### src/rtl/ps2_key_encoder_if.sv
// Key event bus from the PS/2 front end to the core's key-mapping logic.
// master drives events, slave consumes them.
interface ps2_key_encoder_if;
  logic [10:0] ps2_key;
  logic        key_stb;
  logic        frame_err;

  modport master (
    output ps2_key,
    output key_stb,
    output frame_err
  );

  modport slave (
    input ps2_key,
    input key_stb,
    input frame_err
  );
endinterface

### src/rtl/ps2_key_encoder.sv
// PS/2 keyboard receiver: synchronises and filters the raw lines, deframes scancodes,
// folds E0/F0 prefixes into flags and emits toggle-strobed key events.
module ps2_key_encoder #(
  parameter int unsigned FILTER    = 8,
  parameter int unsigned TIMEOUT   = 50000,
  parameter int unsigned TIMEOUT_W = 16
) (
  input  logic                clk_sys,
  input  logic                reset_n,
  input  logic                ps2_clk,
  input  logic                ps2_dat,
  ps2_key_encoder_if.master   evt
);

  localparam int unsigned FW = (FILTER < 2) ? 1 : $clog2(FILTER + 1);

  typedef enum logic [1:0] {StIdle, StData, StParity, StStop} state_e;

  // Index 0 is the clock line, index 1 the data line.
  logic [1:0]    s1_q, s2_q, filt_q, filt_d;
  logic [FW-1:0] fcnt_q [2];
  logic [FW-1:0] fcnt_d [2];

  state_e                 state_q, state_d;
  logic [2:0]             bit_cnt_q, bit_cnt_d;
  logic [7:0]             shift_q, shift_d;
  logic                   par_q, par_d;
  logic                   ext_q, ext_d;
  logic                   brk_q, brk_d;
  logic [TIMEOUT_W-1:0]   to_q, to_d;
  logic [10:0]            key_q, key_d;
  logic                   stb_q, stb_d;
  logic                   err_q, err_d;

  logic fall;
  logic dat;
  logic timeout;
  logic frame_ok;

  always_ff @(posedge clk_sys or negedge reset_n) begin
    if (!reset_n) begin
      s1_q   <= 2'b11;
      s2_q   <= 2'b11;
      filt_q <= 2'b11;
      for (int i = 0; i < 2; i++) fcnt_q[i] <= '0;
    end else begin
      s1_q   <= {ps2_dat, ps2_clk};
      s2_q   <= s1_q;
      filt_q <= filt_d;
      for (int i = 0; i < 2; i++) fcnt_q[i] <= fcnt_d[i];
    end
  end

  // A level is accepted only after FILTER consecutive cycles disagreeing with the old one.
  always_comb begin
    for (int i = 0; i < 2; i++) begin
      filt_d[i] = filt_q[i];
      fcnt_d[i] = '0;
      if (s2_q[i] != filt_q[i]) begin
        if (fcnt_q[i] == FW'(FILTER - 1)) filt_d[i] = s2_q[i];
        else                              fcnt_d[i] = fcnt_q[i] + 1'b1;
      end
    end
  end

  assign fall     = filt_q[0] & ~filt_d[0];
  assign dat      = filt_q[1];
  assign timeout  = (state_q != StIdle) && !fall && (to_q == TIMEOUT_W'(TIMEOUT - 1));
  assign frame_ok = dat && ((^shift_q) ^ par_q);

  always_ff @(posedge clk_sys or negedge reset_n) begin
    if (!reset_n) begin
      state_q   <= StIdle;
      bit_cnt_q <= '0;
      shift_q   <= '0;
      par_q     <= 1'b0;
      ext_q     <= 1'b0;
      brk_q     <= 1'b0;
      to_q      <= '0;
      key_q     <= '0;
      stb_q     <= 1'b0;
      err_q     <= 1'b0;
    end else begin
      state_q   <= state_d;
      bit_cnt_q <= bit_cnt_d;
      shift_q   <= shift_d;
      par_q     <= par_d;
      ext_q     <= ext_d;
      brk_q     <= brk_d;
      to_q      <= to_d;
      key_q     <= key_d;
      stb_q     <= stb_d;
      err_q     <= err_d;
    end
  end

  always_comb begin
    state_d   = state_q;
    bit_cnt_d = bit_cnt_q;
    shift_d   = shift_q;
    par_d     = par_q;
    ext_d     = ext_q;
    brk_d     = brk_q;
    to_d      = to_q;
    key_d     = key_q;
    stb_d     = 1'b0;
    err_d     = 1'b0;

    if (state_q == StIdle || fall)        to_d = '0;
    else if (to_q != TIMEOUT_W'(TIMEOUT)) to_d = to_q + 1'b1;

    unique case (state_q)
      StIdle: begin
        if (fall && !dat) begin
          state_d   = StData;
          bit_cnt_d = '0;
        end
      end
      StData: begin
        if (fall) begin
          shift_d   = {dat, shift_q[7:1]};
          bit_cnt_d = bit_cnt_q + 3'd1;
          if (bit_cnt_q == 3'd7) state_d = StParity;
        end
      end
      StParity: begin
        if (fall) begin
          par_d   = dat;
          state_d = StStop;
        end
      end
      StStop: begin
        if (fall) begin
          state_d = StIdle;
          if (!frame_ok) begin
            err_d = 1'b1;
            ext_d = 1'b0;
            brk_d = 1'b0;
          end else if (shift_q == 8'hE0) begin
            ext_d = 1'b1;
          end else if (shift_q == 8'hF0) begin
            brk_d = 1'b1;
          end else begin
            key_d = {~key_q[10], ~brk_q, ext_q, shift_q};
            stb_d = 1'b1;
            ext_d = 1'b0;
            brk_d = 1'b0;
          end
        end
      end
      default: state_d = StIdle;
    endcase

    if (timeout) begin
      state_d = StIdle;
      err_d   = 1'b1;
      ext_d   = 1'b0;
      brk_d   = 1'b0;
      to_d    = '0;
    end
  end

  assign evt.ps2_key   = key_q;
  assign evt.key_stb   = stb_q;
  assign evt.frame_err = err_q;

endmodule

### src/flat_wrapper.sv
// flat-port wrapper written by rule: the top's interface ports become plain ports
module ps2_key_encoder_flat 
#(
  parameter int unsigned FILTER    = 8,
  parameter int unsigned TIMEOUT   = 50000,
  parameter int unsigned TIMEOUT_W = 16
)
  (clk_sys, reset_n, ps2_clk, ps2_dat, evt_ps2_key, evt_key_stb, evt_frame_err);
  ps2_key_encoder_if evt_i ();
  input  logic clk_sys;
  input  logic reset_n;
  input  logic ps2_clk;
  input  logic ps2_dat;
  output wire logic [$bits(evt_i.ps2_key)-1:0] evt_ps2_key;
  output wire logic [$bits(evt_i.key_stb)-1:0] evt_key_stb;
  output wire logic [$bits(evt_i.frame_err)-1:0] evt_frame_err;
  assign evt_ps2_key = evt_i.ps2_key;
  assign evt_key_stb = evt_i.key_stb;
  assign evt_frame_err = evt_i.frame_err;
  ps2_key_encoder #(.FILTER(FILTER), .TIMEOUT(TIMEOUT), .TIMEOUT_W(TIMEOUT_W)) u_core (.clk_sys(clk_sys), .reset_n(reset_n), .ps2_clk(ps2_clk), .ps2_dat(ps2_dat), .evt(evt_i));
endmodule
### config.mk
export PLATFORM = sky130hd
export DESIGN_NAME = ps2_key_encoder_flat
export DESIGN_NICKNAME = d
export VERILOG_FILES = /design/src/rtl/ps2_key_encoder_if.sv /design/src/rtl/ps2_key_encoder.sv /design/src/flat_wrapper.sv
export SDC_FILE = /design/constraint.sdc
export NUM_CORES = 1
export LEC_CHECK = 0
export ABC_AREA = 1
export CAP_MARGIN = 20
export CORE_MARGIN = 1
export CORE_UTILIZATION = 65
export CTS_BUF_LIST = sky130_fd_sc_hd__clkbuf_8
export DETAILED_ROUTE_END_ITERATION = 8
export HOLD_SLACK_MARGIN = 0.12
export PLACE_DENSITY = 0.89
export SLEW_MARGIN = 40
export SYNTH_ARGS = -nofsm -noshare
export SYNTH_HDL_FRONTEND = slang
export SYNTH_SLANG_ARGS = --single-unit
### constraint.sdc
create_clock -name clk_sys -period 3.44 [get_ports clk_sys]
set_clock_uncertainty 0.15 [all_clocks]
set_input_delay 0.688 -clock clk_sys [delete_from_list [all_inputs] [get_ports clk_sys]]
set_output_delay 0.688 -clock clk_sys [all_outputs]
set_load 0.02 [all_outputs]
==> impl_metrics.yaml, run 1 <==
cts:
  cts_tree: "yes"
  clockRootBuffer: "clkbuf_8"
  cts_buffer_depth: 2
  cts_resized: 0
  clk_pin_slew_ns: 0.06
  clock_sinks: 59
  cts_buffers: 9
  cts-htree-levels: 3
  post_cts_buffers: 0
  cts-hold-fix-buffers: 0
  insertion_delay_ns: 0.34
route:
  routedWlPerCell_um: 13.0
  drtAntennaViolNets: 0
  drt_first_iter_violations: 226
  vias_per_cell: 5.39
  wl_um: 5530
  drt-pass1-iter-count: 4
  drc: 0
  vias: 2296
placement:
  place_congestion: 0.779
  detailedPlace.worstSlack_ns: 1.19
  dpl.hpwl_um: 3770
  io_buffers: 16
global_routing:
  grt_pass1_wl_um: 9840
  grt_pass1_vias: 2202
  antenna_found_initial: 0
  grt_overflow: 0
  grt_max_degree: 45
  grtUsageTotal: 0.261
yosys:
  synth.cell_area_um2: 2980
  netlist_top_cells_area: "dfrtp_1 (44%), nand2_1 (9.6%), ha_1 (6.3%), dfstp_2 (5.3%), inv_1 (5.2%)"
  ys_ff_latch: 59
  ys_warn_count: 0
  yosys.area.top_type: "dfrtp_1"
  synth_nets: 362
  ys_seq_area_frac: 0.498
  synth_cell_types: 31
  synth.most_common_cell: "nand2_1"
  netlist_instances: 343
  synth-edff-count: 0
  synth.avg_cell_area_um2: 8.69
  yosys_most_used_dff: "dfrtp_1"
  yosysTopAreaCellShare: 0.445
  async_reset_ff_frac: 1.00
  synthTopCellsByCount: "nand2_1 (76), dfrtp_1 (53), inv_1 (41)"
floorplanning:
  num_rows: 24
  coreArea_um2: 4380
  die-area_um2: 4860
  die_w_um: 69.7
  fp.dieH_um: 69.7
  ios: 17
  initial_utilization: 0.680
worst_setup_path:
  timing.rr.start: "u_core.shift_q[2]"
  cp.required_ns: 3.52
  cp-start-kind: "flop"
  r2r-end: "u_core.evt.ps2_key[10]"
  crit_start: "u_core.shift_q[2]"
  end_kind: "flop"
  worstSetupPathType: "reg -> reg"
  crit_path_max_fanout: 21
  cp_cell_sequence: "inv_1 -> ha_1 -> xnor2_1 -> nand2_1 -> nand3_1 -> nand2_1 -> nor2_2 -> nand2_2 -> xor2_1 -> inv_1"
  critPathMaxStageDelay_ns: 0.35
  rr_worst_depth: 10
  arrival_ns: 2.40
  critPathSlowestCell: "dfrtp_1"
  rrSetupSlack_ns: 1.12
layout:
  final_nets: 388
  antenna_cells: 0
  layout-drive-gt1-share: 0.155
  syn_to_final_growth_pct: 14.0
timing:
  worst_slack_ns: 1.12
  tns_ns: 0
  relSlewSlack: 0.655
  max_slew.worst_pin.slew_ns: 0.518
  finalHoldViolCount: 0
  grt_setup_unrepaired: "false"
  period_minus_slack_ns: 2.32
  final_max_slew_viol_count: 0
  max_freq_mhz: 431
  setup_viol: 0
  period_share: 0.674
pwr:
  p_seq_frac: 0.451
  swShare: 0.311
  p_clk_frac: 0.341
  combPwrFrac: 0.209
  pwr_density_cell_nw_per_um2: 556
  vdd_drop_max_mv: 0.388
  p_leak_nw: 1.62
  p_int_mw: 1.30
  p_switching_mw: 0.587
flow_run:
  cap_violations: 0
worst_hold_path:
  hold_class: "in -> async"
status:
  outcome: "completed"
[power by group through the flow]
| stage | Combinational, mW | Sequential (mW) | Clock [mW] |
|---|---|---|---|
| final | 0.395 | 0.852 | 0.644 |
| after global placement | 0.368 | 0.855 | 0 |
| after global routing | 0.462 | 0.862 | 0.681 |
| after detailed placement | 0.392 | 0.861 | 0 |
| after floorplan | 0.298 | 0.842 | 0 |
| after CTS | 0.396 | 0.849 | 0.647 |
[registers in the layout, indices dropped and copies added, names as in the netlist]
| signal | flops |
|---|---|
| u_core.bit_cnt_q | 3 |
| u_core.fcnt_q | 8 |
| u_core.evt.frame_err | 1 |
| u_core.s2_q | 2 |
| u_core.evt.ps2_key | 11 |
| u_core.shift_q | 8 |
| u_core.s1_q | 2 |
| u_core.to_q | 16 |
| u_core.ext_q | 1 |
| u_core.brk_q | 1 |
| u_core.evt.key_stb | 1 |
| u_core.filt_q | 2 |
| u_core.par_q | 1 |
| u_core.state_q | 2 |
[cells in the final DEF (no fill, tap or decap), drive strengths merged, types with 2 or more instances in the layout]
cell | synthesis | final
nand2 | 84 | 84
dfrtp | 53 | 53
inv | 45 | 48
nor2 | 44 | 44
o21ai | 35 | 35
nand3 | 18 | 18
ha | 15 | 15
clkdlybuf4s50 | 0 | 15
clkbuf | 1 | 12
a21oi | 11 | 11
xnor2 | 6 | 6
dfstp | 6 | 6
nand4 | 5 | 5
nor3 | 5 | 5
xor2 | 4 | 4
buf | 2 | 3
clkinv | 2 | 2
[kinds of logic after synthesis]
family / count (synthesis) / synth area share
AOI/OAI and AO/OA: 50 / 0.100
buffers and inverters: 50 / 0.0688
xor gates and xnor gates: 10 / 0.0294
adders and majority gates: 15 / 0.0629
and+or+nand+nor: 159 / 0.241
DFF: 59 / 0.498
[cell type report]
class	count	area (um2)
Clock buffer	12	165
Fill cell	292	985
Tap cell	52	65.1
Multi-Input combinational cell	234	1290
Inverter	47	179
Clock inverter	4	41.3
Timing Repair Buffer	18	173
Sequential cell	59	1480
[worst max-delay path by stage]
stage                                        end  depth (start not counted)
after floorplan            u_core.evt.ps2_key[4]                         13
after global placement    u_core.evt.ps2_key[10]                         12
after detailed placement  u_core.evt.ps2_key[10]                         10
after CTS                 u_core.evt.ps2_key[10]                         10
after global routing      u_core.evt.ps2_key[10]                         12
final                     u_core.evt.ps2_key[10]                         10
[worst max-delay path, delay by kind of cell (launching register included)]
kind                       cells  cell delay [ns]
DFF                            1             0.35
xor gates and xnor gates       2             0.45
and+or+nand+nor                5             0.78
buffers and inverters          2             0.13
adders and majority gates      1             0.34
[metrics by stage]
step	power, mW	area (um2)	hold WS, ns	instances	utilization
2_1_floorplan	1.14	2980	0.195	343	-
3_3_place_gp	1.22	3190	0.196	410	0.728
3_5_place_dp	1.25	3190	0.198	410	0.728
4_1_cts	1.89	3400	0.192	426	0.775
5_1_grt	2.00	3400	0.212	426	0.775
6_report	1.89	3400	0.178	426	0.775
[per-layer routing]
metal | global-route usage | share of wire | vias to the layer above | wire length (um)
met2 | 0.409 | 0.48 | 46 | 2670
met5 | 0 | 0 | - | 0
met1 | 0.347 | 0.47 | 1095 | 2590
li1 | - | - | 1147 | -
met4 | 0.122 | 0.016 | 0 | 90
met3 | 0.0596 | 0.034 | 8 | 188
Power figures use the tool's default switching activity.
==> run 2, diff against run 1 <==
CORE_UTILIZATION = 56   (was 65)
PLACE_DENSITY = 0.82   (was 0.89)
clock period = 2.1 ns   (was 3.44 ns; I/O delays follow)
==> impl_metrics.yaml, run 2 (synthesis results as in run 1) <==
cts:
  cts_buffers: 9
  clock_sinks: 59
  cts_tree: "yes"
  cts-htree-levels: 3
  clk_pin_slew_ns: 0.06
  clockRootBuffer: "clkbuf_8"
  cts_buffer_depth: 2
  insertion_delay_ns: 0.34
pwr:
  finalPower_mw: 2.92
  vdd_drop_max_mv: 0.480
  p_leak_nw: 1.62
  swShare: 0.323
  pwr_density_cell_nw_per_um2: 849
  p_int_mw: 1.98
  p_seq_frac: 0.475
  p_switching_mw: 0.941
  combPwrFrac: 0.219
  p_clk_frac: 0.306
worst_setup_path:
  timing.rr.start: "u_core.shift_q[3]"
  rrSetupSlack_ns: 0.17
  cp-start-kind: "flop"
  rr_worst_depth: 13
  crit_start: "u_core.shift_q[3]"
  cp_cell_sequence: "inv_1 -> ha_1 -> inv_1 -> nand2_1 -> nand2_1 -> nand2_1 -> nand3_1 -> nand2_1 -> nor2_2 -> nand2_2 -> buf_4 -> nand2_1 -> o21ai_2"
  critPathSlowestCell: "dfrtp_1"
  critPathMaxStageDelay_ns: 0.37
  r2r-end: "u_core.evt.ps2_key[3]"
  end_kind: "flop"
  crit_path_max_fanout: 16
  crit_buf_inv: 3
  arrival_ns: 2.01
  crit_family: "simple AND/OR/NAND/NOR gates"
  worstSetupPathType: "reg -> reg"
  cp.required_ns: 2.18
  cpMostUsedCell: "nand2_1"
layout:
  final_common_cell: "nand2_1"
  syn_to_final_growth_pct: 15.3
  largest_register_ffs: 16
  top_register: "u_core.to_q"
  final_cell_mix: "nand2_1 (76), dfrtp_1 (53), inv_1 (41), nor2_1 (36), o21ai_0 (18)"
  layout-drive-gt1-share: 0.168
  final_nets: 392
  fillers: 413
  antenna_cells: 0
timing:
  tns_ns: 0
  final_max_slew_viol_count: 0
  setup_viol: 0
  period_minus_slack_ns: 1.93
  period_share: 0.921
  finalHoldViolCount: 0
  max_freq_mhz: 517
  relSlewSlack: 0.743
  grt_setup_unrepaired: "false"
  max_slew.worst_pin.slew_ns: 0.382
global_routing:
  grt_pass1_wl_um: 8910
  grt_overflow: 0
  antenna_found_initial: 0
  grt_pass1_vias: 2124
  grtUsageTotal: 0.217
  grt_max_degree: 60
worst_hold_path:
  hold_start: "u_core.s1_q[0]"
  hold_class: "reg -> reg"
  hold_end: "u_core.s2_q[0]"
  worst_hold_path.num_cells: 0
route:
  vias_per_cell: 5.00
  drc: 0
  routedWlPerCell_um: 11.5
  wl_um: 5150
  drt_first_iter_violations: 111
  drt-pass1-iter-count: 4
  vias: 2228
  drtAntennaViolNets: 0
floorplanning:
  initial_utilization: 0.584
  die-area_um2: 5620
  fp.dieH_um: 75.0
  die_w_um: 75.0
  coreArea_um2: 5110
  ios: 17
  num_rows: 26
flow_run:
  cap_violations: 0
placement:
  io_buffers: 16
  place_congestion: 0.834
  dpl.hpwl_um: 3680
status:
  outcome: "completed"
-- run 2: changes by cell type in the layout (fill, tap and decap cells not counted), sizes merged --
cell / previous run / this run
buf: 3 / 6
bufinv: 1 / 0
clkbuf: 12 / 11
clkinv: 2 / 5
dlygate4sd3: 0 / 1
inv: 48 / 45
-- run 2: repair_timing --
action | 4_1_cts | 5_1_grt
resized for setup | 0 | 1
hold buffers | 1 | 0
endpoints found under the hold margin | 53 | 0
setup endpoints to repair | 0 | 1
setup buffers | 0 | 0
-- run 2: worst max path at each step --
stage                                       end  slack, ns  cells after the start
after floorplan           u_core.evt.ps2_key[4]       0.24                     13
after global placement    u_core.evt.ps2_key[0]       0.18                     11
final                     u_core.evt.ps2_key[3]       0.17                     13
after CTS                 u_core.evt.ps2_key[3]       0.13                     13
after detailed placement  u_core.evt.ps2_key[3]       0.13                     13
after global routing      u_core.evt.ps2_key[1]      0.009                     13
-- run 2: cell type report --
class	count	area [um2]	area share
Tap cell	70	87.6	0.0255
Multi-Input combinational cell	234	1310	0.380
Sequential cell	59	1480	0.432
Clock buffer	11	151	0.0440
Timing Repair Buffer	22	215	0.0626
Inverter	47	179	0.0521
Clock inverter	3	15.0	0.00437
-- run 2: power groups by stage --
stage,registers (mW),clock network (mW),logic (mW)
after floorplan,1.38,0,0.489
after global placement,1.40,0,0.605
after detailed placement,1.40,0,0.639
after CTS,1.38,0.914,0.644
after global routing,1.40,0.951,0.766
final,1.39,0.893,0.638
-- run 2: worst reg2reg max path, cell delays in order, from the launching register on --
cell and delay [ns]:
dfrtp_1 0.37, inv_1 0.12, ha_1 0.28, inv_1 0.07
nand2_1 0.05, nand2_1 0.06, nand2_1 0.07, nand3_1 0.08
nand2_1 0.06, nor2_2 0.11, nand2_2 0.06, buf_4 0.20
nand2_1 0.09, o21ai_2 0.05
-- run 2: metrics by stage --
step | util | area, um2 | hold slack (ns) | instances | worst slack, ns
6_report | 0.673 | 3440 | 0.205 | 446 | 0.165
3_3_place_gp | 0.636 | 3250 | 0.196 | 431 | 0.182
4_1_cts | 0.671 | 3420 | 0.206 | 446 | 0.129
2_1_floorplan | - | 2980 | -0.0256 | 343 | 0.237
3_5_place_dp | 0.636 | 3250 | 0.197 | 431 | 0.133
5_1_grt | 0.673 | 3440 | 0.207 | 446 | 0.00851
-- run 2: routing by layer --
metal  track usage  vias to the layer above  routed length (um)
met5             0                        -                   0
met4         0.126                        0                 111
met3        0.0535                       14                 178
met2         0.352                       37                2420
met1         0.265                     1023                2430
li1              -                     1154                   -
